## src/rtl/stack_cpu.sv

```systemverilog
// stack_cpu: 16-bit stack-machine core with a 16-entry operand stack and one
// shared synchronous memory port, sequenced as fetch / execute / load-writeback.
module stack_cpu (
  input  logic        clk,
  input  logic        rst,
  output logic [9:0]  mem_addr,
  input  logic [15:0] rd_data,
  output logic [15:0] wr_data,
  output logic        mem_wr
);

  typedef enum logic [1:0] {
    PH_FETCH = 2'd0,
    PH_EXEC  = 2'd1,
    PH_LOAD  = 2'd2
  } phase_t;

  typedef enum logic [2:0] {
    SO_NONE,
    SO_PUSH,
    SO_POP,
    SO_POP2,
    SO_REPLACE,
    SO_POP_REPLACE
  } stack_op_t;

  localparam logic [9:0] RESET_PC = 10'h200;

  phase_t      phase, phase_nxt;
  logic [9:0]  pc, pc_nxt;
  logic [15:0] insn;
  logic [15:0] alu_out;
  logic [15:0] stack [0:15];

  stack_op_t   stack_op;
  logic [15:0] stack_val;
  logic        mem_wr_req;

  // During execute the instruction is still on rd_data; later phases use insn.
  logic [15:0] cur_insn;
  logic [7:0]  opc;
  logic [7:0]  imm8;
  assign cur_insn = (phase == PH_EXEC) ? rd_data : insn;
  assign opc      = cur_insn[15:8];
  assign imm8     = cur_insn[7:0];

  logic [15:0] tos, nos;
  assign tos = stack[0];
  assign nos = stack[1];

  logic [9:0] pc_inc, br_target, ld_addr, st_addr;
  assign pc_inc    = pc + 10'd2;
  assign br_target = pc_inc + {imm8[7], imm8, 1'b0};
  // opc[0] selects the direct form of a load, opc[1] the direct form of a store.
  assign ld_addr   = opc[0] ? {2'b00, imm8} : tos[9:0];
  assign st_addr   = opc[1] ? {2'b00, imm8} : nos[9:0];

  logic        byte_mode;
  logic [7:0]  ld_byte;
  logic [15:0] ld_val;
  assign byte_mode = opc[3];
  assign ld_byte   = ld_addr[0] ? rd_data[15:8] : rd_data[7:0];
  assign ld_val    = byte_mode ? {8'h00, ld_byte} : rd_data;
  assign wr_data   = byte_mode ? {8'h00, tos[7:0]} : tos;

  logic [3:0] sh_amt;
  logic       alu_ok;
  logic       alu_unary;
  assign sh_amt = tos[3:0];

  // NOTE: every signal written in an always_comb gets a default first, so no
  // path through the case statements can leave it unassigned and infer a latch.
  always_comb begin
    alu_out   = '0;
    alu_ok    = 1'b1;
    alu_unary = 1'b0;
    case (imm8)
      8'h02: alu_out = nos + tos;
      8'h03: alu_out = nos - tos;
      8'h04: alu_out = nos * tos;
      8'h05: alu_out = {nos[7:0], tos[7:0]};
      8'h08: alu_out = {15'd0, $signed(nos) < $signed(tos)};
      8'h09: alu_out = {15'd0, nos == tos};
      8'h0a: alu_out = {15'd0, nos != tos};
      8'h10: alu_out = nos & tos;
      8'h11: alu_out = nos ^ tos;
      8'h12: alu_out = nos | tos;
      8'h13: begin
        alu_out   = ~tos;
        alu_unary = 1'b1;
      end
      8'h14: alu_out = nos >> sh_amt;
      8'h15: alu_out = nos << sh_amt;
      8'h16: alu_out = $signed(nos) >>> sh_amt;
      default: alu_ok = 1'b0;
    endcase
  end

  always_comb begin
    phase_nxt  = PH_FETCH;
    pc_nxt     = pc;
    stack_op   = SO_NONE;
    stack_val  = '0;
    mem_addr   = pc;
    mem_wr_req = 1'b0;
    case (phase)
      PH_FETCH: phase_nxt = PH_EXEC;
      PH_EXEC: begin
        phase_nxt = PH_FETCH;
        pc_nxt    = pc_inc;
        if (!opc[7]) begin
          stack_op  = SO_PUSH;
          stack_val = {1'b0, cur_insn[14:0]};
        end else begin
          case (opc)
            8'h81: stack_op = SO_POP;
            8'h82: begin
              stack_op  = SO_PUSH;
              stack_val = tos;
            end
            8'h90, 8'h91, 8'h98, 8'h99: begin
              mem_addr  = ld_addr;
              phase_nxt = PH_LOAD;
              pc_nxt    = pc;
            end
            8'h94, 8'h9c: begin
              mem_addr   = st_addr;
              mem_wr_req = 1'b1;
              stack_op   = SO_POP2;
            end
            8'h95, 8'h9d, 8'h96, 8'h9e: begin
              mem_addr   = st_addr;
              mem_wr_req = 1'b1;
              stack_op   = SO_POP;
            end
            8'ha0: pc_nxt = br_target;
            8'ha1: begin
              stack_op = SO_POP;
              if (tos == 16'd0) pc_nxt = br_target;
            end
            8'ha2: begin
              stack_op = SO_POP;
              if (tos != 16'd0) pc_nxt = br_target;
            end
            8'hb0: begin
              if (alu_ok) begin
                stack_op  = alu_unary ? SO_REPLACE : SO_POP_REPLACE;
                stack_val = alu_out;
              end
            end
            default: ;
          endcase
        end
      end
      PH_LOAD: begin
        mem_addr  = ld_addr;
        pc_nxt    = pc_inc;
        stack_val = ld_val;
        stack_op  = opc[0] ? SO_PUSH : SO_REPLACE;
      end
      default: phase_nxt = PH_FETCH;
    endcase
  end

  assign mem_wr = mem_wr_req & ~rst;

  // NOTE: sequential state uses non-blocking assignments only, so every flop
  // samples pre-edge values regardless of statement or process order.
  always_ff @(posedge clk) begin
    if (rst) begin
      phase <= PH_FETCH;
      pc    <= RESET_PC;
      insn  <= '0;
    end else begin
      phase <= phase_nxt;
      pc    <= pc_nxt;
      if (phase == PH_EXEC) insn <= rd_data;
    end
  end

  // NOTE: the stack is a flop array, not a RAM macro, so clearing every entry
  // on reset is legal and the software relies on it reading back as zeros.
  always_ff @(posedge clk) begin
    if (rst) begin
      for (int i = 0; i < 16; i++) stack[i] <= '0;
    end else begin
      case (stack_op)
        SO_PUSH: begin
          for (int i = 15; i > 0; i--) stack[i] <= stack[i-1];
          stack[0] <= stack_val;
        end
        SO_POP: begin
          for (int i = 0; i < 15; i++) stack[i] <= stack[i+1];
          stack[15] <= '0;
        end
        SO_POP2: begin
          for (int i = 0; i < 14; i++) stack[i] <= stack[i+2];
          stack[14] <= '0;
          stack[15] <= '0;
        end
        SO_REPLACE: stack[0] <= stack_val;
        SO_POP_REPLACE: begin
          stack[0] <= stack_val;
          for (int i = 1; i < 15; i++) stack[i] <= stack[i+1];
          stack[15] <= '0;
        end
        default: ;
      endcase
    end
  end

endmodule

```

## config.mk

```make
export PLATFORM = sky130hd
export DESIGN_NAME = stack_cpu
export DESIGN_NICKNAME = d
export VERILOG_FILES = /design/src/rtl/stack_cpu.sv
export SDC_FILE = /design/constraint.sdc
export NUM_CORES = 1
export LEC_CHECK = 0
export CAP_MARGIN = 20
export CORE_MARGIN = 2
export CORE_UTILIZATION = 26
export DETAILED_ROUTE_END_ITERATION = 8
export GPL_ROUTABILITY_DRIVEN = 0
export PLACE_DENSITY = 0.5
export SETUP_SLACK_MARGIN = 0.1
export SKIP_LAST_GASP = 1
export SYNTH_ARGS = -nofsm -noshare
export SYNTH_HDL_FRONTEND = slang
export SYNTH_SLANG_ARGS = --single-unit
```

## constraint.sdc

```tcl
create_clock -name clk -period 9 [get_ports clk]
set_input_delay 2.25 -clock clk [delete_from_list [all_inputs] [get_ports clk]]
set_output_delay 2.25 -clock clk [all_outputs]
set_load 0.05 [all_outputs]
```

==> results of run 1 <==
[kinds of logic (layout without fill, tap and decap cells)]
family                   Yosys count  after routing  share of synthesized area
adder cells (fa/ha/maj)          194            194                      0.132
buffers and inverters            432            403                     0.0771
flip-flops                       283            283                      0.357
multiplexers                      91             91                     0.0425
XOR/XNOR                          55             55                     0.0215
AND/OR/NAND/NOR                  725            725                      0.140
AO/OA/AOI/OAI                    716            716                      0.229
[metrics by stage]
| step | total power (uW) | setup slack, ps | instances | hold slack (ps) | cell area, um^2 |
|---|---|---|---|---|---|
| global placement | 2510 | 1170 | 3568 | 474 | 24600 |
| finish | 3860 | 1070 | 3632 | 506 | 25700 |
| CTS | 3870 | 1100 | 3632 | 496 | 25700 |
| detailed placement | 2510 | 1100 | 3568 | 488 | 24600 |
| floorplan | 2200 | 1510 | 2496 | 454 | 23000 |
| global route | 4030 | 838 | 3632 | 530 | 25700 |
[layout by cell type, fill, tap and decap left out, types with 14 or more instances in the layout]
cell type,n
a221oi_1,15
nand2_1,242
dfxtp_1,27
buf_4,67
fa_1,82
nor3_1,22
nor4_1,15
inv_1,213
ha_1,111
a22o_1,28
a31oi_1,19
nand3_1,26
clkinv_1,17
nor2b_1,14
a211oi_1,22
nor2_1,285
o211ai_1,17
xnor2_1,40
a222oi_1,144
xor2_1,14
or3_1,16
a21oi_1,98
o21ai_0,91
edfxtp_1,256
mux2i_1,72
clkbuf_16,37
clkdlybuf4s50_1,43
o21ai_1,57
mux2_2,15
and2_1,38
a22oi_1,45
o22ai_1,34
[cell type report]
type	count	area [um^2]	share of cell area
Clock inverter	16	101	0.00394
Timing Repair Buffer	117	1060	0.0412
Multi-Input combinational cell	1781	13100	0.508
Inverter	222	833	0.0324
Tap cell	1165	1460	0.0567
Sequential cell	283	8230	0.320
Clock buffer	48	967	0.0376
[cells in the mapped netlist (10+ instances only)]
cell type,number
nor2_1,286
edfxtp_1,256
nand2_1,242
inv_1,213
clkbuf_1,147
a222oi_1,144
ha_1,112
a21oi_1,98
o21ai_0,91
fa_1,82
mux2i_1,72
o21ai_1,58
a22oi_1,45
xnor2_1,40
and2_1,38
o22ai_1,34
a22o_1,28
buf_2,27
dfxtp_1,27
nand3_1,26
a211oi_1,22
nor3_1,22
a31oi_1,19
or3_1,18
o211ai_1,17
a221oi_1,15
mux2_2,15
nor4_1,15
buf_4,14
nand2b_1,14
nor2b_1,14
xor2_1,14
buf_1,13
o221ai_1,13
a21o_1,11
and3_1,10
o21a_1,10
[critical path, stage by stage]
cell             delay (ps)
clkdlybuf4s50_1         680
nand2_1                 280
o32a_1                  410
nor2_1                  230
nand2_1                 330
nor2_1                  260
nor2_1                   90
o22ai_1                 200
and2_1                  150
clkdlybuf4s50_1         800
[flip-flops by register name (all words and copies together), names as in the netlist]
signal,flops
insn,16
pc,9
stack,256
phase,2
[power by group]
group / leakage (uW) / switching [uW] / internal [uW]
combinational: 0.00641 / 581 / 333
sequential: 0.00288 / 77.0 / 1510
clock: 0.000518 / 589 / 762
[per-layer routing]
metal  vias to the layer above  GRT usage  share of wire
met5                         -          0              0
met4                         0     0.0694          0.040
met3                       173     0.0224          0.082
met2                      1086      0.255           0.43
met1                      9931      0.265           0.45
li1                       9163          -              -
[how the worst max path moves through the flow]
| stage | from | to | slack (ps) | depth (start not counted) |
|---|---|---|---|---|
| 2_1_floorplan | rd_data[2] | stack[0][100]$_SDFFCE_PN0P_ | 1510 | 10 |
| 3_3_place_gp | rd_data[15] | mem_addr[2] | 1170 | 10 |
| 3_5_place_dp | rd_data[15] | mem_addr[0] | 1100 | 10 |
| 4_1_cts | rd_data[15] | mem_addr[0] | 1100 | 10 |
| 5_1_grt | rd_data[15] | mem_addr[0] | 840 | 10 |
| 6_report | rd_data[15] | mem_addr[0] | 1070 | 10 |
==> reports/metrics.cfg, run 1 <==
[flow_run]
max_cap_viol_count = 0

[hold_path]
worstHoldStart = insn[14]$_SDFF_PP0_
min_to = insn[14]$_SDFF_PP0_
hold_depth = 2
hold_class = reg -> reg

[logic_synthesis]
synth_top_area_frac = 0.334
synth.distinct_cells = 84
syn_nets = 2708
async_reset_ff_frac = 0
ys_ff_latch = 283
syn_inst = 2496
synthFlopType = edfxtp_1
syn_area_per_cell_um2 = 9.22
synth.area.top_cells = edfxtp_1, fa_1, a222oi_1
synth_edf_count = 256
yosysSeqAreaShare = 0.357
yosysTopAreaCell = edfxtp_1
yosysWarnings = 0
syn-cell-area_um2 = 23000

[clock_network]
post-cts-setup-buffers = 0
root_buffer = clkbuf_16
h-tree-depth = 2
cts.clk_slew.worst_paths_ps = 60
cts_tree = built
cts.sinks = 283
clk_latency_ps = 550
cts_buffers = 36
clock_path_buffers = 3
cts_hold_buf = 0
post_cts_resize_count = 0

[timing]
finalHoldViolCount = 0
fin_crit_sh = 0.881
worstMarginPinSlew_ps = 1390
rsz0062_at_grt = false
min_period_ps = 7930
tns_ps = 0
clock_skew_ps = 21.7
fmax_mhz = 126
slew_headroom = 0.0501
slew_viol_final = 0
finalSetupViolCount = 0

[route]
routed_wl_um = 82500
ant_nets = 0
drtIter0Drc = 3281
num_vias = 20400
wl_per_cell_um = 22.7
drc = 51
viasPerCell = 5.60
drtPass1Iterations = 9

[setup_path]
r2r_cells = 20
critPathKind = in -> out
rrSetupSlack_ps = 1450
cp-end-kind = output pin
rr_startpoint = stack[0][1]$_DFFE_PP_
worst-path-max-fanout = 14
required_ps = 6750
cp-start-kind = input port
r2r-end = stack[0][15]$_DFFE_PP_
arrival_ps = 5680

[floorplan]
die_w_um = 302
die_area_um2 = 91000
start_util = 0.261
die_height_um = 302
coreArea_um2 = 88100
row_count = 109
ios = 45

[power]
power_density_nw_per_um2 = 150
p_leak_uw = 0.00980
ir_worst_vdd_v = 0.000121

[outcome]
status = complete, but fails checks
violations = DRC

[global_route]
grt_max_degree = 147
grt_overflow = 0
antenna_found_initial = 0
grtUsageTotal = 0.177
grt_pass1_vias = 18900
grt_pass1_wl_um = 125000

[finish]
drive_gt1_frac = 0.0653
final_core_util = 0.292
nets = 2653
syn_to_final_growth_pct = 11.7
n_fill_cell = 9435
insertedDiodeCount = 0

[placement]
dpl.hpwl_um = 56600
io_buffers = 44

Power figures use the tool's default switching activity.
==> inputs of run 2 (changes only) <==
- CAP_MARGIN: 20 -> default
==> results of run 2 <==
Final layout, timing and power as in run 1 (identical DEF).
